**config.mk**
```make
export PLATFORM = sky130hd
export DESIGN_NAME = comunicaciones_cmd_sched
export DESIGN_NICKNAME = d
export VERILOG_FILES = /design/src/rtl/comunicaciones_pkg.sv /design/src/rtl/rr_arbiter.sv /design/src/rtl/comunicaciones_cmd_sched.sv
export SDC_FILE = /design/constraint.sdc
export NUM_CORES = 1
export LEC_CHECK = 0
export ABC_AREA = 1
export BUFFER_PORTS_ARGS = -buffer_cell sky130_fd_sc_hd__buf_2
export CAP_MARGIN = 20
export CORE_ASPECT_RATIO = 0.6
export CORE_MARGIN = 4
export CORE_UTILIZATION = 54
export DETAILED_ROUTE_END_ITERATION = 8
export GPL_ROUTABILITY_DRIVEN = 0
export GPL_TIMING_DRIVEN = 0
export PLACE_DENSITY = 0.8
export SLEW_MARGIN = 20
export SYNTH_ARGS = -nofsm -noshare
export SYNTH_HDL_FRONTEND = slang
export SYNTH_SLANG_ARGS = --single-unit
```
**constraint.sdc**
```tcl
create_clock -name clk -period 2.7 [get_ports clk]
set_clock_uncertainty 0.05 [all_clocks]
set_input_delay 0.54 -clock clk [delete_from_list [all_inputs] [get_ports clk]]
set_output_delay 0.54 -clock clk [all_outputs]
set_load 0.01 [all_outputs]
```
**src/rtl/comunicaciones_pkg.sv**
```systemverilog
// Shared types for the Comunicaciones command scheduler: FSM state encoding and default byte width.
package comunicaciones_pkg;

  localparam int CMD_W_DEF = 8;

  typedef enum logic [2:0] {
    IDLE,
    ISSUE,
    WAIT_BUSY,
    WAIT_DONE,
    GAP
  } state_t;

endpackage

```
**src/rtl/rr_arbiter.sv**
```systemverilog
// Combinational round-robin pick: first set request at or after ptr, wrapping around.
module rr_arbiter #(
  parameter int N     = 4,
  parameter int IDX_W = (N > 1) ? $clog2(N) : 1
) (
  input  logic [N-1:0]     req,
  input  logic [IDX_W-1:0] ptr,
  output logic [N-1:0]     grant,
  output logic [IDX_W-1:0] idx,
  output logic             found
);

  logic [IDX_W-1:0] sel;

  always_comb begin
    grant = '0;
    idx   = '0;
    found = 1'b0;
    sel   = '0;
    for (int k = 0; k < N; k++) begin
      sel = IDX_W'((int'(ptr) + k) % N);
      if (!found && req[sel]) begin
        found      = 1'b1;
        grant[sel] = 1'b1;
        idx        = sel;
      end
    end
  end

endmodule

```
**src/rtl/comunicaciones_cmd_sched.sv**
```systemverilog
// Round-robin scheduler sharing one UART command transmitter between N_REQ requesters,
// tracking each byte through ready_command and enforcing an inter-frame gap.
module comunicaciones_cmd_sched
  import comunicaciones_pkg::*;
#(
  parameter int N_REQ       = 4,
  parameter int CMD_W       = CMD_W_DEF,
  parameter int STR_CYCLES  = 5,
  parameter int ACK_TIMEOUT = 1023,
  parameter int GAP_CYCLES  = 16,
  localparam int GID_W      = (N_REQ > 1) ? $clog2(N_REQ) : 1
) (
  input  logic                   clk,
  input  logic                   rst,
  input  logic [N_REQ-1:0]       req_valid,
  input  logic [N_REQ*CMD_W-1:0] req_cmd,
  output logic [N_REQ-1:0]       req_ack,
  output logic [N_REQ-1:0]       req_done,
  output logic [CMD_W-1:0]       cmd_out,
  output logic                   str_out,
  input  logic                   ready_in,
  output logic                   busy,
  output logic [GID_W-1:0]       grant_id,
  output logic                   timeout_err,
  output state_t                 dbg_state
);

  localparam int STR_W      = $clog2(STR_CYCLES + 1);
  localparam int TO_W       = $clog2(ACK_TIMEOUT + 1);
  localparam int GAP_W      = (GAP_CYCLES > 0) ? $clog2(GAP_CYCLES + 1) : 1;
  localparam int GAP_LAST_I = (GAP_CYCLES > 0) ? GAP_CYCLES - 1 : 0;

  // Handshake: req_valid is a level held until the one-cycle req_ack pulse; requests are
  // only sampled in IDLE with ready_in high, so a dropped request is simply never served.

  state_t             state, state_n;
  logic [STR_W-1:0]   str_cnt, str_cnt_n;
  logic [TO_W-1:0]    to_cnt, to_cnt_n;
  logic [GAP_W-1:0]   gap_cnt, gap_cnt_n;
  logic [GID_W-1:0]   rr_ptr, ptr_n;
  logic [CMD_W-1:0]   cmd_n;
  logic [GID_W-1:0]   gid_n;
  logic [N_REQ-1:0]   ack_n, done_n;
  logic               str_n, to_err_n;

  logic [N_REQ-1:0]   arb_grant;
  logic [GID_W-1:0]   arb_idx;
  logic               arb_found;

  rr_arbiter #(.N(N_REQ), .IDX_W(GID_W)) u_arb (
    .req   (req_valid),
    .ptr   (rr_ptr),
    .grant (arb_grant),
    .idx   (arb_idx),
    .found (arb_found)
  );

  always_comb begin
    state_n   = state;
    str_cnt_n = str_cnt;
    to_cnt_n  = to_cnt;
    gap_cnt_n = gap_cnt;
    ptr_n     = rr_ptr;
    cmd_n     = cmd_out;
    gid_n     = grant_id;
    ack_n     = '0;
    done_n    = '0;
    str_n     = 1'b0;
    to_err_n  = 1'b0;
    case (state)
      IDLE: begin
        if (ready_in && arb_found) begin
          state_n   = ISSUE;
          cmd_n     = req_cmd[int'(arb_idx)*CMD_W +: CMD_W];
          gid_n     = arb_idx;
          ack_n     = arb_grant;
          ptr_n     = (arb_idx == GID_W'(N_REQ - 1)) ? '0 : arb_idx + 1'b1;
          str_n     = 1'b1;
          str_cnt_n = STR_W'(1);
        end
      end
      ISSUE: begin
        // str_cnt counts strobe cycles already driven, including the grant cycle
        if (str_cnt >= STR_W'(STR_CYCLES)) begin
          state_n  = WAIT_BUSY;
          to_cnt_n = '0;
        end else begin
          str_n     = 1'b1;
          str_cnt_n = str_cnt + 1'b1;
        end
      end
      WAIT_BUSY: begin
        if (!ready_in) begin
          state_n = WAIT_DONE;
        end else if (to_cnt >= TO_W'(ACK_TIMEOUT - 1)) begin
          to_err_n  = 1'b1;
          state_n   = GAP;
          gap_cnt_n = '0;
        end else begin
          to_cnt_n = to_cnt + 1'b1;
        end
      end
      WAIT_DONE: begin
        if (ready_in) begin
          done_n[grant_id] = 1'b1;
          state_n          = GAP;
          gap_cnt_n        = '0;
        end
      end
      GAP: begin
        if (gap_cnt >= GAP_W'(GAP_LAST_I)) state_n = IDLE;
        else gap_cnt_n = gap_cnt + 1'b1;
      end
      default: state_n = IDLE;
    endcase
  end

  always_ff @(posedge clk) begin
    if (rst) begin
      state       <= IDLE;
      str_cnt     <= '0;
      to_cnt      <= '0;
      gap_cnt     <= '0;
      rr_ptr      <= '0;
      cmd_out     <= '0;
      grant_id    <= '0;
      req_ack     <= '0;
      req_done    <= '0;
      str_out     <= 1'b0;
      timeout_err <= 1'b0;
    end else begin
      state       <= state_n;
      str_cnt     <= str_cnt_n;
      to_cnt      <= to_cnt_n;
      gap_cnt     <= gap_cnt_n;
      rr_ptr      <= ptr_n;
      cmd_out     <= cmd_n;
      grant_id    <= gid_n;
      req_ack     <= ack_n;
      req_done    <= done_n;
      str_out     <= str_n;
      timeout_err <= to_err_n;
    end
  end

  assign busy      = (state != IDLE);
  assign dbg_state = state;

endmodule

```
* Word level (Yosys, flattened, before mapping) *
Cells that the tools add are included.

cells by class
  reductions and logical operators = 25
  $add $sub $neg = 7
  muxes and demuxes = 53
  shift operators = 1
  equal/unequal tests = 15
  order comparisons = 13
  bitwise gates (word level) = 8

operator list
  cell                     count
  $shiftx A32 B6 Y8        1
  $mux W10                 3
  $mux W3                  7
  $mux W5                  4
  $pmux W10 S2             1
  $ne A2 B2 Y1 const B     9
  $mux W1                  16
  $mux W4                  4
  $lt A2 B3 Y1 const B     5
  $pmux W3 S5              1
  $pmux W5 S3              1
  $or A4 B4 Y4             3
  $add A10 B1 Y10 const B  1
  $demux W1 S2             5
  $ge A10 B10 Y1 const B   1
  $ge A2 B1 Y1 const B     5
  $mux W2                  5
  $reduce_and A5 Y1        2
  $logic_and A1 B1 Y1      9
  $reduce_or A3 Y1         3
  $bmux W1 S2              4
  $eq A3 B2 Y1 const B     2
  $pmux W3 S2              1
  $reduce_bool A3 Y1       2
  other kinds (18)         27

storage, ports and cells
  output and inout port bits = 24
  bits of input ports = 39
  logic and storage cells = 133
  register bits = 43

* Depth between registers and ports, before layout *
Gate-level depths: netlist of the first run.

  word-level depth = 15
  gate-level depth with buffers = 17
  depth with buffers taken out = 15

* By module *
From an unflattened synthesis of the first run, not the netlist that was laid out.

unflattened totals
  cell total of the unflattened synthesis = 407
  area total of the unflattened synthesis = 2,766.4 µm²

modules (own cells, without submodules)
  module                    area an instance (µm²)  seq. area each (µm²)  instances  cells an instance
  comunicaciones_cmd_sched  2,326.0                 860.8                 1          333
  rr_arbiter                440.4                   0.0                   1          74

* Least setup slack after synthesis of the first run *
No wires, ideal clock.

  kind = reg-to-reg
  start = register rr_ptr[1]
  end = register cmd_out[0]
  stages on the path, launching flop included = 16
  arrival time = 1.994 ns
  setup time = 0.113 ns
  path slack = 0.542 ns
  data required time = 2.537 ns
  period minus slack after synthesis = 2.158 ns
  cells stage by stage = dfxtp_1 inv_1 ha_1 inv_1 nand3_2 nand2_4 inv_4 nor2_8 nand3_2 clkinv_2 nand2_1 nand2_2 buf_6 nand3_1 nand3_1 nand2_1

on the way
  word-level cells in the longest chain between the ends = 14

RTL lines
  what                                                    line                             RTL
  start, declared                                         comunicaciones_cmd_sched.sv:40   logic [GID_W-1:0] rr_ptr, ptr_n;
  start signal, assigned                                  comunicaciones_cmd_sched.sv:136  rr_ptr <= ptr_n;
  branches (longest 14 deep; another with $add A2 B1 Y2)  n/a
  end signal, assigned                                    comunicaciones_cmd_sched.sv:137  cmd_out <= cmd_n;
  end, declared                                           comunicaciones_cmd_sched.sv:19   output logic [CMD_W-1:0] cmd_out,

Parallel ways; which one is timed is not known. The select of a mux whose other input is x is not followed.
A chain may end at the register's enable or synchronous reset.

* Final worst setup path of the first run *
  start = register rr_ptr[0]
  end = register cmd_out[1]

Same word-level chain as after synthesis.

==> run summary, run 1 <==
Starting density of the core = 0.577
Final setup vio count = 0
Cell Rows = 19
Die height = 63.1 µm
Clk Latency, worst-skew pair = 0.30 ns
Sum Neg Setup Slack = 0 ns
Status = completed
Max Cap Violations = 0
Antenna violations before repair = 0
Crit-path slowest cell = dfxtp_1
ANT cells = 0
CTS tree = built
#FFs+latches synth = 43
Area Overhead vs Synth = 18.9%
Antenna Nets Post-Route = 0
WL final = 6480 µm
Critical path peak fanout = 12
Post-synth ARST share = 0
CTS root buffer = clkbuf_8
Largest stage delay on the critical path = 0.44 ns
Via count = 2743
Die ar. = 6290 µm²
# DRC = 0
CTS buffer count = 5
Final-report hold violation count = 0
Wire length of the first global-routing pass = 11500 µm
Clock slew at reported path FFs = 0.09 ns
Largest net degree at the start of global routing = 15
Iter 0 DRT Violations = 158
Tightest Pin Transition = 0.732 ns
Crit path cell chain = buf_6 -> inv_6 -> ha_1 -> inv_1 -> nand3_2 -> nand2_4 -> inv_4 -> nor2_8 -> nand3_2 -> clkinv_2 -> nand2_1 -> nand2_2 -> buf_6 -> nand3_1 -> nand3_1 -> nand2_1
Tightest Hold Check Type = reg -> reg
I/O pins = 63
Clock buffer depth = 2
H-tree level count = 2
Vias in the first global route = 2598
Total Power = 3.74 mW
Kind of end point of the critical path = register
Layout Nets = 503
Detail Placement HPWL = 5040 µm
Buf/Inv on CP = 6
Setup repair after global routing missed its margin = no
Ys flop type = dfxtp_1
GR Util All Layers = 0.219
Max Slew Vio Count = 0
Yosys warns = 0
Initial DRT Pass Iterations = 5
Distinct cells, synth = 42
WP data arrival = 2.60 ns
Worst IR drop on VDD = 0.668 mV
Crit path max-delay family = simple AND/OR/NAND/NOR gates
Final min period = 2.44 ns
Vias/cell = 5.34
Mapped Cells = 383
Die width = 99.8 µm
Routed len/inst = 12.6 µm
Core footprint = 4730 µm²
WS Path Type = reg -> reg
Part of the cycle the worst path needs = 0.904
CTS Sinks = 43
GRT overflow = 0
Synth Net Count = 436
Worst setup SP type = register
P_leak = 1.50 nW
Syn_area_per_cell = 7.13 µm²
Sequential element share of the synthesized area = 0.315
Slew headroom = 0.510
PortBufs = 60
Worst path required time = 2.86 ns
Power per cell area = 1150 nW/µm²
Synthesized area = 2730 µm²
Layout cells sized above 1 = 0.246
Max Clock Freq = 410 MHz
EDFF count, synth = 0
layout make-up:
cell class              count  area [µm²]
plain buffers              12        72.6
clock buffers               5        68.8
clock inverters             3        67.6
fillers                   405        1480
inverters                  39         160
multi-input cells         289        1640
flip-flops and latches     43         862
well taps                  63        78.8
repair buffers             60         300
worst paths after layout:
kind | start | endpoint | slack (ns) | depth (start not counted)
hold reg to reg | cmd_out[3] | cmd_out[3] | 0.41 | 2
hold / removal | cmd_out[3] | cmd_out[3] | 0.41 | 2
setup / recovery | rr_ptr[0] | cmd_out[1] | 0.26 | 16
setup reg to reg | rr_ptr[0] | cmd_out[1] | 0.26 | 16
cells in the final DEF (no fill, tap or decap), drive strengths merged, types with 2 or more instances in the layout:
cell type | Yosys | final
nand4 | 20 | 20
xnor2 | 4 | 4
and3 | 2 | 2
or2 | 2 | 2
nand3 | 48 | 48
o22ai | 2 | 2
o21ai | 12 | 12
nand2 | 100 | 100
a22oi | 4 | 4
clkbuf | 4 | 9
nor4 | 2 | 2
buf | 8 | 68
nor2 | 32 | 32
nor3 | 8 | 8
a21oi | 24 | 24
xor2 | 4 | 4
ha | 14 | 14
dfxtp | 43 | 43
clkinv | 2 | 2
a31oi | 4 | 4
o211ai | 3 | 3
bufinv | 0 | 2
inv | 37 | 37
per-layer routing:
metal  part of all wire  wire length (µm)  GRT usage
met5                  0                 0          0
met4              0.010                68     0.0647
met3              0.085               548     0.0606
met2               0.39              2550      0.320
met1               0.51              3310      0.313
power breakdown:
| group | leakage, nW | internal [mW] | switching, mW |
|---|---|---|---|
| Clock | 0.0644 | 0.369 | 0.229 |
| Sequential | 0.350 | 0.791 | 0.131 |
| Combinational | 1.09 | 0.764 | 1.45 |
synthesized netlist by cell type (all sizes together) (2+ instances only):
master,instances,area share
ha,14,0.064
nand4,20,0.051
nor3,8,0.016
a22oi,4,0.011
nor4,2,0.0046
a21oi,24,0.045
nand3,48,0.10
inv,37,0.055
a31oi,4,0.0092
xnor2,4,0.013
o21ai,12,0.025
nor2,32,0.057
and3,2,0.0046
dfxtp,43,0.32
buf,8,0.021
clkbuf,4,0.0055
or2,2,0.0046
o22ai,2,0.0046
xor2,4,0.013
clkinv,2,0.0032
nand2,100,0.15
o211ai,3,0.0082
registers in the layout (all words and copies together), names as in the netlist:
register / cells
dbg_state: 3
gap_cnt: 5
req_done: 4
str_cnt: 3
cmd_out: 8
rr_ptr: 2
str_out: 1
to_cnt: 10
req_ack: 4
grant_id: 2
timeout_err: 1
stage by stage:
| stage | hold slack (ns) | worst slack, ns | std cells | util | cell area [µm²] |
|---|---|---|---|---|---|
| after global placement | 0.388 | 0.211 | 506 | 0.657 | 3110 |
| final | 0.411 | 0.259 | 514 | 0.686 | 3250 |
| after global routing | 0.436 | 0.0645 | 514 | 0.686 | 3250 |
| after floorplan | 0.402 | 0.542 | 383 | - | 2730 |
| after CTS | 0.408 | 0.164 | 514 | 0.686 | 3250 |
| after detailed placement | 0.387 | 0.184 | 506 | 0.657 | 3110 |
tightest hold or removal path: cells and delay by family (launching register included):
kind / cells / cell delay, ns
flip-flops: 1 / 0.32
AND/OR/NAND/NOR: 2 / 0.10
kinds of logic (layout without fill, tap and decap cells):
group | count (synthesis) | count (layout) | synth area share
adder cells (fa/ha/maj) | 14 | 14 | 0.0642
flip-flops | 43 | 43 | 0.315
AND/OR/NAND/NOR | 214 | 214 | 0.395
AO/OA/AOI/OAI | 53 | 53 | 0.115
XOR/XNOR | 8 | 8 | 0.0257
buffers and inverters | 51 | 119 | 0.0852
timing repair:
item | 4_1_cts | 5_1_grt
resized for setup | 0 | 1
hold buffers | 0 | 0
setup buffers | 0 | 0
endpoints found under the setup margin | 0 | 7
Power figures use the tool's default switching activity.
==> run 2, diff against run 1 <==
--- a/config.mk
+++ b/config.mk
@@ -5,16 +5,15 @@
 export SDC_FILE = /design/constraint.sdc
 export NUM_CORES = 1
 export LEC_CHECK = 0
-export ABC_AREA = 1
 export BUFFER_PORTS_ARGS = -buffer_cell sky130_fd_sc_hd__buf_2
 export CAP_MARGIN = 20
 export CORE_ASPECT_RATIO = 0.6
 export CORE_MARGIN = 4
-export CORE_UTILIZATION = 54
+export CORE_UTILIZATION = 56
 export DETAILED_ROUTE_END_ITERATION = 8
 export GPL_ROUTABILITY_DRIVEN = 0
 export GPL_TIMING_DRIVEN = 0
-export PLACE_DENSITY = 0.8
+export PLACE_DENSITY = 0.81
 export SLEW_MARGIN = 20
 export SYNTH_ARGS = -nofsm -noshare
 export SYNTH_HDL_FRONTEND = slang
==> run summary, run 2 <==
Top Registers = to_cnt: 10 flops, cmd_out: 8 flops, gap_cnt: 5 flops
Starting density of the core = 0.580 (+0.00332)
Sum Neg Setup Slack = 0 ns (unchanged)
Clock buffer depth = 2 (unchanged)
Worst R2R Path Depth = 10 (-6)
Cell area after layout = 3980 µm² (+23%)
Synth Net Count = 447 (+2.5%)
WL final = 10300 µm (+59%)
Cell Area, Placed = 3670 µm² (+18%)
ANT cells = 0 (unchanged)
GRT overflow = 0 (unchanged)
Largest net degree at the start of global routing = 14 (-1)
Power per cell area = 701 nW/µm² (-39%)
Sequential element share of the synthesized area = 0.266 (-0.0491)
Worst setup SP type = register
# DRC = 0 (unchanged)
Antenna Nets Post-Route = 0 (unchanged)
Syn_area_per_cell = 8.21 µm² (+15%)
Cell Rows = 21 (+2)
Clock slew at reported path FFs = 0.10 ns (about the same)
Initial DRT Pass Iterations = 7 (+2)
Status = completed
#FFs+latches synth = 43 (unchanged)
Die width = 106 µm (+6.3%)
WS Path Type = reg -> reg
Post-synth ARST share = 0 (unchanged)
Total Power = 2.79 mW (-25%)
Distinct cells, synth = 59 (+40%)
FF+latch area = 868 µm² (+0.73%)
Most common cell in the netlist = dfxtp_1
Max FFs per register = 10 (unchanged)
Hold path depth = 2 (unchanged)
Kind of end point of the critical path = register
Vias/cell = 6.45 (+21%)
Synth cell count leaders = dfxtp_1, nand2_1, a21oi_1
Fillers = 474 (+17%)
Cell taking the most area after synthesis = dfxtp_1
Iter 0 DRT Violations = 284 (+80%)
Final min period = 2.66 ns (+0.220 ns)
WHS = 0.431 ns (+0.0202 ns)
Area Overhead vs Synth = 23.2%
Vias in the first global route = 3349 (+29%)
Max Clock Freq = 376 MHz (-8.3%)
Antenna violations before repair = 0 (unchanged)
Synth top area share = 0.266 (-0.0491)
Clk Latency, worst-skew pair = 0.31 ns (about the same)
Layout cells sized above 1 = 0.304 (+0.0583)
WP data arrival = 2.81 ns (+0.21 ns)
Via count = 3568 (+30%)
Die ar. = 7090 µm² (+13%)
Routed len/inst = 18.7 µm (+48%)
Max Cap Violations = 0 (unchanged)
Max Slew Vio Count = 0 (unchanged)
Worst IR drop on VDD = 0.365 mV (-45%)
P_leak = 1.56 nW (+3.4%)
Final setup vio count = 0 (unchanged)
GR Util All Layers = 0.289 (+0.0705)
CTS tree = built
Tightest Pin Transition = 0.832 ns (+0.100 ns)
Reg with most FFs = to_cnt
Layout Nets = 525 (+4.4%)
Placed insts = 536 (+5.9%)
Pre-CTS WS = -0.381 ns (-0.566 ns)
Final-report hold violation count = 0 (unchanged)
PortBufs = 62 (+3.3%)
Die height = 66.9 µm (+6.0%)
Mapped Cells = 394 (+2.9%)
Detail Placement HPWL = 6940 µm (+38%)
Part of the cycle the worst path needs = 0.985 (+0.0815)
Synthesized area = 3230 µm² (+18%)
Slew headroom = 0.436 (-0.0735)
Wire length of the first global-routing pass = 16300 µm (+42%)
Ys flop type = dfxtp_1
CTS root buffer = clkbuf_8
Footprint of the multi-input gates = 2270 µm² (+39%)
Final non-filler cell total = 553 (+7.6%)
EDFF count, synth = 0 (unchanged)
CTS Sinks = 43 (unchanged)
Core footprint = 5570 µm² (+18%)
Ranking of synthesized cells by area = dfxtp_1, a21oi_1, ha_1
Final core utilization = 0.715 (+0.0289)
Critical path peak fanout = 10 (-2)
Yosys warns = 0 (unchanged)
Tightest Hold Check Type = reg -> reg
Worst setup margin = 0.0392 ns (-0.220 ns)
H-tree level count = 2 (unchanged)
CTS buffer count = 5 (unchanged)
Worst path required time = 2.85 ns (about the same)
I/O pins = 63 (unchanged)
Leading cell type in the layout, fill and taps excluded = buf_2
Commonest non-fill, non-tap cells in the layout = buf_2, dfxtp_1, nand2_1, a21oi_1, nor2_1
==> run 2: path summary, 6_finish.rpt <==
| check | start | to | slack, ns |
|---|---|---|---|
| max reg2reg | rr_ptr[1] | cmd_out[6] | 0.04 |
| max | rr_ptr[1] | cmd_out[6] | 0.04 |
| min reg2reg | gap_cnt[1] | gap_cnt[1] | 0.43 |
| min | gap_cnt[1] | gap_cnt[1] | 0.43 |
==> run 2: metal layers <==
| metal | GRT usage | part of all wire |
|---|---|---|
| met3 | 0.0649 | 0.11 |
| met1 | 0.390 | 0.44 |
| met4 | 0.0840 | 0.012 |
| met2 | 0.467 | 0.44 |
| met5 | 0 | 0 |
==> run 2: cell families after synthesis <==
kind of cell | count (synthesis) | share of synthesized area
compound gates | 128 | 0.307
xor+xnor | 9 | 0.0244
fa+ha+maj | 14 | 0.0542
buf+inv | 40 | 0.0615
flops | 43 | 0.266
mux | 18 | 0.0689
simple gates | 142 | 0.218
==> run 2: cell type report <==
type                    count  area share
plain buffers              28      0.0421
clock buffers               7      0.0245
clock inverters             1     0.00754
inverters                  10      0.0104
multi-input cells         311       0.571
flip-flops and latches     43       0.218
well taps                  80      0.0251
repair buffers             73       0.102
==> run 2: power by group <==
group	switching (mW)	internal, mW
Combinational	0.841	0.619
Clock	0.246	0.333
Sequential	0.0643	0.689
Total	1.15	1.64
==> run 2: critical path: stages, from the launching register on <==
cell and delay (ns):
dfxtp_4 0.43, clkinvlp_4 0.17, ha_4 0.30, mux4_2 0.56
nand2b_4 0.17, buf_4 0.17, buf_6 0.15, nand3_1 0.10
nand3_1 0.11, a211oi_2 0.26, a211oi_1 0.08
==> run 2: timing repair <==
action,4_1_cts,5_1_grt
buffers inserted,2,9
hold buffers,0,0
pin swaps,5,4
setup endpoints to repair,16,12
gates resized for setup,20,14
endpoints found under the hold margin,0,0
==> run 3, diff against run 2 <==
--- a/config.mk
+++ b/config.mk
@@ -12,7 +12,6 @@
 export CORE_UTILIZATION = 56
 export DETAILED_ROUTE_END_ITERATION = 8
 export GPL_ROUTABILITY_DRIVEN = 0
-export GPL_TIMING_DRIVEN = 0
 export PLACE_DENSITY = 0.81
 export SLEW_MARGIN = 20
 export SYNTH_ARGS = -nofsm -noshare
==> run summary, run 3 (synthesized netlist as in run 2, its figures left out) <==
Antenna Nets Post-Route = 0 (unchanged)
WP data arrival = 2.73 ns (-0.08 ns)
# DRC = 0 (unchanged)
CTS Hold Bufs = 0 (unchanged)
Largest net degree at the start of global routing = 28 (+14)
Internal power = 1.42 mW (-14%)
Starting density of the core = 0.580 (unchanged)
Reg power frac = 0.297 (+0.027)
Die width = 106 µm (unchanged)
Status = completed
Vias/cell = 6.30 (-2.3%)
Hold path depth = 2 (unchanged)
FF+latch area = 865 µm² (-0.43%)
Antenna violations before repair = 0 (unchanged)
Cell Rows = 21 (unchanged)
Placed insts = 538 (+0.37%)
Clock buffer depth = 2 (unchanged)
Commonest non-fill, non-tap cells in the layout = buf_2, dfxtp_1, nand2_1, a21oi_1, buf_4
Final min period = 2.60 ns (-0.0648 ns)
Wire length of the first global-routing pass = 14800 µm (-8.9%)
Via count = 3442 (-3.5%)
Sum Neg Setup Slack = 0 ns (unchanged)
Clk Latency, worst-skew pair = 0.30 ns (about the same)
Tightest Pin Transition = 0.708 ns (-0.125 ns)
Tightest Hold Check Type = reg -> reg
Routed len/inst = 17.4 µm (-7.0%)
Worst R2R Path Depth = 10 (unchanged)
PortBufs = 62 (unchanged)
Final non-filler cell total = 546 (-1.3%)
Die ar. = 7090 µm² (unchanged)
Worst path required time = 2.83 ns (-0.02 ns)
Detail Placement HPWL = 6880 µm (-0.95%)
Die height = 66.9 µm (unchanged)
Switch share = 0.427 (+0.0146)
Reg with most FFs = to_cnt
P_leak = 1.52 nW (-2.0%)
Core footprint = 5570 µm² (unchanged)
CTS root buffer = clkbuf_8
CTS tree = built
GR Util All Layers = 0.264 (-0.0258)
Max FFs per register = 10 (unchanged)
WHS = 0.427 ns (-0.00368 ns)
Final setup vio count = 0 (unchanged)
Footprint of the multi-input gates = 2210 µm² (-2.8%)
Top Registers = to_cnt: 10 flops, cmd_out: 8 flops, gap_cnt: 5 flops
GRT overflow = 0 (unchanged)
CTS buffer count = 5 (unchanged)
P_sw = 1.06 mW (-8.2%)
H-tree level count = 2 (unchanged)
Kind of end point of the critical path = register
Iter 0 DRT Violations = 328 (+15%)
Final core utilization = 0.690 (-0.0247)
Critical path peak fanout = 10 (unchanged)
Part of the cycle the worst path needs = 0.961 (-0.0240)
Final-report hold violation count = 0 (unchanged)
Layout Nets = 518 (-1.3%)
Vias in the first global route = 3077 (-8.1%)
Worst IR drop on VDD = 0.330 mV (-9.6%)
Slew headroom = 0.526 (+0.0901)
WL final = 9480 µm (-8.1%)
WS Path Type = reg -> reg
Pre-CTS WS = -0.175 ns (+0.206 ns)
Clock Power Share = 0.172 (-0.035)
Area Overhead vs Synth = 19.0%
Max Cap Violations = 0 (unchanged)
Leading cell type in the layout, fill and taps excluded = buf_2
Worst setup SP type = register
Fillers = 495 (+4.4%)
Power per cell area = 644 nW/µm² (-8.2%)
Max Slew Vio Count = 0 (unchanged)
CTS Sinks = 43 (unchanged)
Worst setup margin = 0.104 ns (+0.0648 ns)
Initial DRT Pass Iterations = 5 (-2)
Clock slew at reported path FFs = 0.10 ns (about the same)
Max Clock Freq = 385 MHz (+2.5%)
I/O pins = 63 (unchanged)
Layout cells sized above 1 = 0.292 (-0.0126)
Comb power frac = 0.531 (+0.008)
ANT cells = 0 (unchanged)
Setup repair after global routing missed its margin = yes
run 3: cell types whose count changed in the layout (fill, tap and decap cells not counted), moves of 4 or more:
cell	change
clkbuf_1	-9
buf_4	+21
buf_2	-9
buf_6	-4
a2111oi_0	+5
run 3: worst paths after layout:
| check | startpoint | slack, ns | endpoint |
|---|---|---|---|
| setup / recovery | rr_ptr[1] | 0.10 | cmd_out[4] |
| hold / removal | gap_cnt[1] | 0.43 | gap_cnt[1] |
| setup reg to reg | rr_ptr[1] | 0.10 | cmd_out[4] |
| hold reg to reg | gap_cnt[1] | 0.43 | gap_cnt[1] |
run 3: cell type report:
class,count,area share
clock buffer,6,0.0189
clock inverter,2,0.00293
inverter,10,0.00976
multi-input combinational,311,0.574
sequential,43,0.225
tap,80,0.0260
timing repair buffer,94,0.143
run 3: per-stage QoR:
stage / total power, mW / instance area, µm²
after floorplan: 1.63 / 3260
after global placement: 1.96 / 3740
after detailed placement: 2.00 / 3740
after CTS: 2.42 / 3820
after global routing: 2.61 / 3850
final: 2.48 / 3850
run 3: routing by layer:
metal  wire, µm  vias to the layer above  GRT usage
li1           -                     1626          -
met1       4350                     1603      0.377
met2       4050                      198      0.408
met3        972                       15     0.0503
met4        113                        0     0.0679
met5          0                        -          0
run 3: worst max-delay path, stage by stage (launching register included):
cell       delay (ns)
dfxtp_1          0.33
inv_1            0.08
ha_4             0.28
mux4_2           0.51
buf_4            0.18
nand2b_1         0.17
buf_4            0.19
nand3_1          0.08
a21oi_1          0.06
a2111oi_0        0.40
a211oi_1         0.16
run 3: timing repair:
action / 4_1_cts / 5_1_grt
buffers inserted: 0 / 0
gates resized for setup: 1 / 7
endpoints found under the setup margin: 12 / 9
run 3: power groups by stage:
stage / logic [mW] / registers, mW / clock network [mW]
after floorplan: 0.865 / 0.769 / 0
final: 1.31 / 0.736 / 0.427
after CTS: 1.26 / 0.734 / 0.425
after detailed placement: 1.25 / 0.748 / 0
after global routing: 1.41 / 0.743 / 0.459
after global placement: 1.22 / 0.745 / 0
